File: config.mk
export PLATFORM = sky130hd
export DESIGN_NAME = mtf_tracker
export DESIGN_NICKNAME = d
export VERILOG_FILES = /design/src/rtl/mtf_tracker.sv
export SDC_FILE = /design/constraint.sdc
export NUM_CORES = 1
export LEC_CHECK = 0
export BUFFER_PORTS_ARGS = -buffer_cell sky130_fd_sc_hd__buf_2
export CAP_MARGIN = 20
export CORE_UTILIZATION = 31
export DETAILED_ROUTE_END_ITERATION = 8
export SYNTH_ARGS = -nofsm -noshare
export SYNTH_HDL_FRONTEND = slang
export SYNTH_SLANG_ARGS = --single-unit
export TNS_END_PERCENT = 30
File: constraint.sdc
create_clock -name clk_in -period 4.35 [get_ports clk_in]
set_input_delay 0.2175 -clock clk_in [delete_from_list [all_inputs] [get_ports clk_in]]
set_output_delay 0.2175 -clock clk_in [all_outputs]
set_load 0.02 [all_outputs]
File: src/rtl/mtf_tracker.sv
// ============================================================================
// Module   : mtf_tracker
// Brief    : Move-to-front (MRU-ordered) tag list with hit/miss/evict reporting.
//            Optional hit/miss statistics counters enabled by MTF_TRACKER_STATS_EN.
// Revision : 1.0 - initial release
// ============================================================================
`default_nettype none

module mtf_tracker #(
    parameter int WIDTH = 8,
    parameter int DEPTH = 4,
    parameter int IDX_W = $clog2(DEPTH),
    parameter int CNT_W = 16
) (
    input  logic                   clk_in,
    input  logic                   rst_in,
    input  logic                   in_valid,
    input  logic [WIDTH-1:0]       data_in,
    input  logic                   flush_in,
    output logic [DEPTH*WIDTH-1:0] out,
    output logic [DEPTH-1:0]       out_valid,
    output logic [IDX_W:0]         count_out,
    output logic                   hit_out,
    output logic                   miss_out,
    output logic [IDX_W-1:0]       hit_idx_out,
    output logic                   evict_valid_out,
    output logic [WIDTH-1:0]       evict_data_out,
    output logic [CNT_W-1:0]       hit_cnt_out,
    output logic [CNT_W-1:0]       miss_cnt_out
);

    localparam logic [IDX_W:0] C_FULL = (IDX_W+1)'(DEPTH);

    logic [WIDTH-1:0] r_slot     [DEPTH];
    logic [WIDTH-1:0] w_slot_nxt [DEPTH];
    logic [DEPTH-1:0] r_valid;
    logic [IDX_W:0]   r_count;
    logic [DEPTH-1:0] w_match;
    logic [DEPTH-1:1] w_shift;
    logic             w_hit;
    logic [IDX_W-1:0] w_hit_idx;

    logic             r_hit;
    logic             r_miss;
    logic [IDX_W-1:0] r_hit_idx;
    logic             r_evict_valid;
    logic [WIDTH-1:0] r_evict_data;

    // A slot shifts down exactly when no lower slot matched, which covers both
    // the partial rotate on a hit and the full shift on a miss.
    always_comb begin : comb_lookup
        logic v_seen;
        w_match   = '0;
        w_shift   = '0;
        w_hit_idx = '0;
        for (int k = 0; k < DEPTH; k++) begin
            w_match[k] = r_valid[k] && (r_slot[k] == data_in);
        end
        for (int k = DEPTH-1; k >= 0; k--) begin
            if (w_match[k]) begin
                w_hit_idx = IDX_W'(k);
            end
        end
        w_hit  = |w_match;
        v_seen = w_match[0];
        for (int k = 1; k < DEPTH; k++) begin
            w_shift[k] = ~v_seen;
            v_seen     = v_seen | w_match[k];
        end
        for (int k = 0; k < DEPTH; k++) begin
            w_slot_nxt[k] = r_slot[k];
        end
        w_slot_nxt[0] = data_in;
        for (int k = 1; k < DEPTH; k++) begin
            if (w_shift[k]) begin
                w_slot_nxt[k] = r_slot[k-1];
            end
        end
    end

    always_ff @(posedge clk_in) begin
        if (rst_in) begin
            for (int k = 0; k < DEPTH; k++) begin
                r_slot[k] <= '0;
            end
            r_valid       <= '0;
            r_count       <= '0;
            r_hit         <= 1'b0;
            r_miss        <= 1'b0;
            r_hit_idx     <= '0;
            r_evict_valid <= 1'b0;
            r_evict_data  <= '0;
        end else begin
            r_hit         <= 1'b0;
            r_miss        <= 1'b0;
            r_hit_idx     <= '0;
            r_evict_valid <= 1'b0;
            r_evict_data  <= '0;
            if (flush_in) begin
                r_valid <= '0;
                r_count <= '0;
            end else if (in_valid) begin
                for (int k = 0; k < DEPTH; k++) begin
                    r_slot[k] <= w_slot_nxt[k];
                end
                if (w_hit) begin
                    r_hit     <= 1'b1;
                    r_hit_idx <= w_hit_idx;
                end else begin
                    r_miss  <= 1'b1;
                    r_valid <= {r_valid[DEPTH-2:0], 1'b1};
                    if (r_count != C_FULL) begin
                        r_count <= r_count + 1'b1;
                    end
                    if (r_valid[DEPTH-1]) begin
                        r_evict_valid <= 1'b1;
                        r_evict_data  <= r_slot[DEPTH-1];
                    end
                end
            end
        end
    end

    generate
        for (genvar g = 0; g < DEPTH; g++) begin : g_out
            assign out[g*WIDTH +: WIDTH] = r_slot[g];
        end
    endgenerate

    assign out_valid       = r_valid;
    assign count_out       = r_count;
    assign hit_out         = r_hit;
    assign miss_out        = r_miss;
    assign hit_idx_out     = r_hit_idx;
    assign evict_valid_out = r_evict_valid;
    assign evict_data_out  = r_evict_data;

`ifdef MTF_TRACKER_STATS_EN
    logic [CNT_W-1:0] r_hit_cnt;
    logic [CNT_W-1:0] r_miss_cnt;

    // Counters saturate; flush leaves them untouched.
    always_ff @(posedge clk_in) begin
        if (rst_in) begin
            r_hit_cnt  <= '0;
            r_miss_cnt <= '0;
        end else if (in_valid && !flush_in) begin
            if (w_hit) begin
                if (r_hit_cnt != {CNT_W{1'b1}}) begin
                    r_hit_cnt <= r_hit_cnt + 1'b1;
                end
            end else begin
                if (r_miss_cnt != {CNT_W{1'b1}}) begin
                    r_miss_cnt <= r_miss_cnt + 1'b1;
                end
            end
        end
    end

    assign hit_cnt_out  = r_hit_cnt;
    assign miss_cnt_out = r_miss_cnt;
`else
    assign hit_cnt_out  = '0;
    assign miss_cnt_out = '0;
`endif

endmodule

`default_nettype wire

Word level (Yosys, flattened, before mapping)

Memories as Yosys holds them, arrays and structs flattened.
Index checks and enable logic that the tools add are counted.

Input bits: 12
Memories: 1
Memory bits (writable): 32
Output and inout bits: 84
Register bits: 20
Word-level logic and storage cells: 56

Memories:

| memory | words | bits a word | read ports | clocked after memory_dff | wr ports | line | text |
|---|---|---|---|---|---|---|---|
| r_slot | 4     | 8           | 4          | 0                        | 4        | 34   | `logic [WIDTH-1:0] r_slot [DEPTH];` |

Add/sub/neg operators: 1
Reductions and logical operators: 13
Equal/unequal tests: 5
Multiplexer cells: 19
Bitwise gates (word level): 9

Operators with widths:

| kind                                                           | count |
|---|---|
| 8-bit two-way mux                                              | 7 |
| 8-bit == test                                                  | 4 |
| 1-bit two-way mux                                              | 10 |
| 8-bit OR reduction                                             | 1 |
| 7-bit OR reduction                                             | 1 |
| 1-bit bitwise OR                                               | 6 |
| 6-bit OR reduction                                             | 1 |
| 5-bit OR reduction                                             | 1 |
| 1-bit logical AND                                              | 4 |
| 2-bit two-way mux                                              | 2 |
| 4-bit OR reduction                                             | 1 |
| 3-bit by 1-bit adder with 3-bit output (second input constant) | 1 |
| 3-bit inequality test (second input constant)                  | 1 |
| 1-bit NOT                                                      | 3 |
| 3-bit AND reduction                                            | 1 |
| 3-bit OR reduction                                             | 1 |
| 2-bit AND reduction                                            | 1 |
| 2-bit OR reduction                                             | 1 |

Logic depth before layout (Yosys ltp)

An unclocked memory read counts as a cell.

Depth after elaboration: 7
Mapped depth: 8
Depth with buffers taken out: 6

Worst setup path after synthesis

OpenSTA, ideal clock, no wires.

Path type: reg-to-reg
From: memory r_slot[0][7]
To: memory r_slot[3][0], enable pin
Setup time: 375 ps
Data required time: 3975 ps
Period minus slack after synthesis: 1892 ps
Path slack: 2458 ps
Buffers on the path: 0
Arrival: 1517 ps
Stages on the path, launching flop included: 7
Cell sequence: edfxtp_1 -> xnor2_1 -> nand4_1 -> nor3_4 -> nor2_1 -> nand2_1 -> o21bai_1

RTL lines:

| item        | line |
|---|---|
| from (decl) | 34 |

==> reports/results.ini <==
[grt]
overflow=0
grt.total_usage_pct=11.60
grt_pass1_wl_mm=7.521
grt_antenna_before_repair=0
grt_max_degree=35
grt_pass1_vias=1476

[timing]
rsz0062_at_grt=false
setup_viol=0
fmax_mhz=495.8
finalMaxSlewViolations=0
period_share_pct=46.36
tns_ns=0
slew_headroom_pct=50.55
min_period_ns=2.017
fin_skew_ns=0.008122
layout_setup_ws_ns=2.333
finalHoldViolations=0
worst_pin_slew_ns=0.7402

[floorplan]
initial_core_util_pct=32.07
die_x_um=94.20
core_um2=8217
die_h_um=94.20
ios=96
row_count=33
die-area_um2=8873

[drt]
vias=1590
wirelength_mm=4.952
dr.first_iter.drc_count=33
drtPass1Iterations=4
route.detailed.drc=0
vias_per_cell=4.056
wl_per_cell_um=12.63
detail-route-antenna-nets=0

[yosys]
synth-warning-count=0
synthMuxAreaShare_pct=1.899
synth_edf_count=32
yosys.area.top_type=edfxtp_1
synth_top_family_by_area=simple AND/OR/NAND/NOR gates
synth-xor-area-share_pct=10.64
avgSynthCellArea_um2=11.51
ys_ff_latch=52
async_flop_share_pct=0
synth-adder-area-share_pct=0.9497
synth_compound_area_share_pct=1.567
synthFlopType=edfxtp_1
synth_top_area_share_pct=36.47
synthSimpleGateAreaFrac_pct=19.61
seq_area_frac_synth_pct=51.66
synth.distinct_cells=31
synth_area_um2=2635
postSynthCellCount=229
synth_area_leaders=edfxtp_1 36%, dfxtp_1 15%, xnor2_1 11%

[setup_path]
endpoint_kind=register
cp_max_fo=8
critPathKind=reg2reg
r2r_slack_ns=2.33
cp_data_arrival_time_ns=1.96
crit_path_start_kind=register
cp.required_ns=4.30

[cts]
clock_latency_ns=0.31
post-cts-setup-buffer-count=0
cts_tree=built
h-tree-depth=2
numCtsBuffers=5
cts.clk_slew.worst_paths_ns=0.10
clock_path_buffers=2
cts_sinks=52
clockRootBuffer=clkbuf_8
hold_buffers=0
cts_resized=0

[layout]
area_growth_syn_to_layout_pct=12.77
diodes=0
layout.nets=300
final_cells=392
drive_above_1_share_pct=28.22

[pwr]
p_seq_share_pct=53.3
p_leak_nw=1.291
power.share.clock_pct=32.8
p_int_w=0.0007672
p_sw_w=0.0002883
pwr-share-comb_pct=14.0
powerDensity_nw_per_um2=355.2
switching_share_pct=27.31
ir_drop_mv=0.1214

[place]
placed_cells_incl_taps=384
pre_cts_slack_ns=2.333
numPortBuffers=63
dp_hpwl_mm=3.924
gp_congestion=0.7679

[outcome]
status=finished, final reports clean

[job]
max_cap_violations=0

[hold_path]
hp-class=in2reg

[kinds of logic after synthesis]
logic type / Yosys count
fa+ha+maj: 2
flops: 52
xor+xnor: 32
other cells: 1
compound gates: 5
mux: 5
buf+inv: 47
simple gates: 85
[cell type report]
type                    instances  area (µm²)
multi-input cells             161        1033
flip-flops and latches         52        1361
repair buffers                 64       322.8
fillers                       824        5245
well taps                     105       131.4
clock buffers                   5       68.82
inverters                       2       7.507
clock inverters                 3       46.29
[cell usage in the layout (no fill, tap or decap)]
cell       synthesis  final
inv_8              0      1
conb_1             1     32
inv_1              2      2
buf_2              0     63
nand2_1           15     15
nor4_1             1      1
mux2i_1            5      5
ha_1               2      2
nor3_2             3      3
buf_4             34      1
nand2b_1           3      3
and4b_1            1      1
a21oi_1            1      1
nor3_4             1      1
and3_2             1      1
and3_1             1      1
o21bai_1           2      2
nand3_1            5      5
and2b_1            1      1
nor4_4             1      1
clkinv_2           0      1
xnor2_1           32     32
dfxtp_1           20     20
clkbuf_8           0      5
a2111oi_2          1      1
nand4_1            4      4
a31oi_1            1      1
and2_1            39     39
bufinv_16          0      1
nor3_1             2      2
nor2_1             5      5
or2_2              1      1
edfxtp_1          32     32
and2_2             1      1
[per-stage QoR]
| step | util [%] | hold slack, ns | instance area (µm²) | power, W |
|---|---|---|---|---|
| 2_1_floorplan | - | 0.2935 | 2751 | 0.0007089 |
| 3_3_place_gp | 34.76 | 0.4387 | 2856 | 0.0007208 |
| 3_5_place_dp | 34.76 | 0.4481 | 2856 | 0.0007225 |
| 4_1_cts | 36.17 | 0.1078 | 2972 | 0.001063 |
| 5_1_grt | 36.17 | 0.1048 | 2972 | 0.001095 |
| 6_report | 36.17 | 0.1108 | 2972 | 0.001056 |
[synthesized netlist by cell type, types with 2 or more instances]
library cell and number:
nor3_2 3, inv_1 2, buf_4 34, clkbuf_1 4, nand2_1 15, dfxtp_1 20, o21bai_1 2, nand2b_1 3
buf_6 7, nand3_1 5, mux2i_1 5, nor3_1 2, nand4_1 4, xnor2_1 32, ha_1 2, and2_1 39
nor2_1 5, edfxtp_1 32
[metal layers]
layer  up-vias  track usage, %  part of all wire (%)
li1        802               -                     -
met1       719           14.39                    45
met2        60           18.24                    45
met3         9           3.479                   7.6
met4         0           5.641                   2.3
met5         -               0                     0
[path summary, 6_finish.rpt]
kind / from / end / cells past startpoint
worst min-delay path: flush_in / count_out[2] / 2
worst min register to register: count_out[1] / count_out[1] / 2
worst max-delay path: r_slot[0][7] / r_slot[3][4] / 6
worst max register to register: r_slot[0][7] / r_slot[3][4] / 6
[state kept, by name, indices dropped and copies added (netlist names)]
signal,count
out_valid,4
count_out,3
hit_out,1
miss_out,1
evict_data_out,8
hit_idx_out,2
r_slot,32
evict_valid_out,1
[power by group through the flow]
stage / clock, W / combinational, W / sequential, W
2_1_floorplan: 0 / 0.000111 / 0.000598
3_3_place_gp: 0 / 0.000147 / 0.000574
3_5_place_dp: 0 / 0.000148 / 0.000574
4_1_cts: 0.000352 / 0.000149 / 0.000563
5_1_grt: 0.000368 / 0.000161 / 0.000566
6_report: 0.000346 / 0.000147 / 0.000562
[worst max-delay path, stage by stage, from the launching register on]
cell and delay, ns:
edfxtp_1 0.43, xnor2_1 0.16, nand4_1 0.15, nor3_4 0.07, nor2_1 0.12, nand2_1 0.10, o21bai_1 0.61
(Power assumes the default switching activity.)
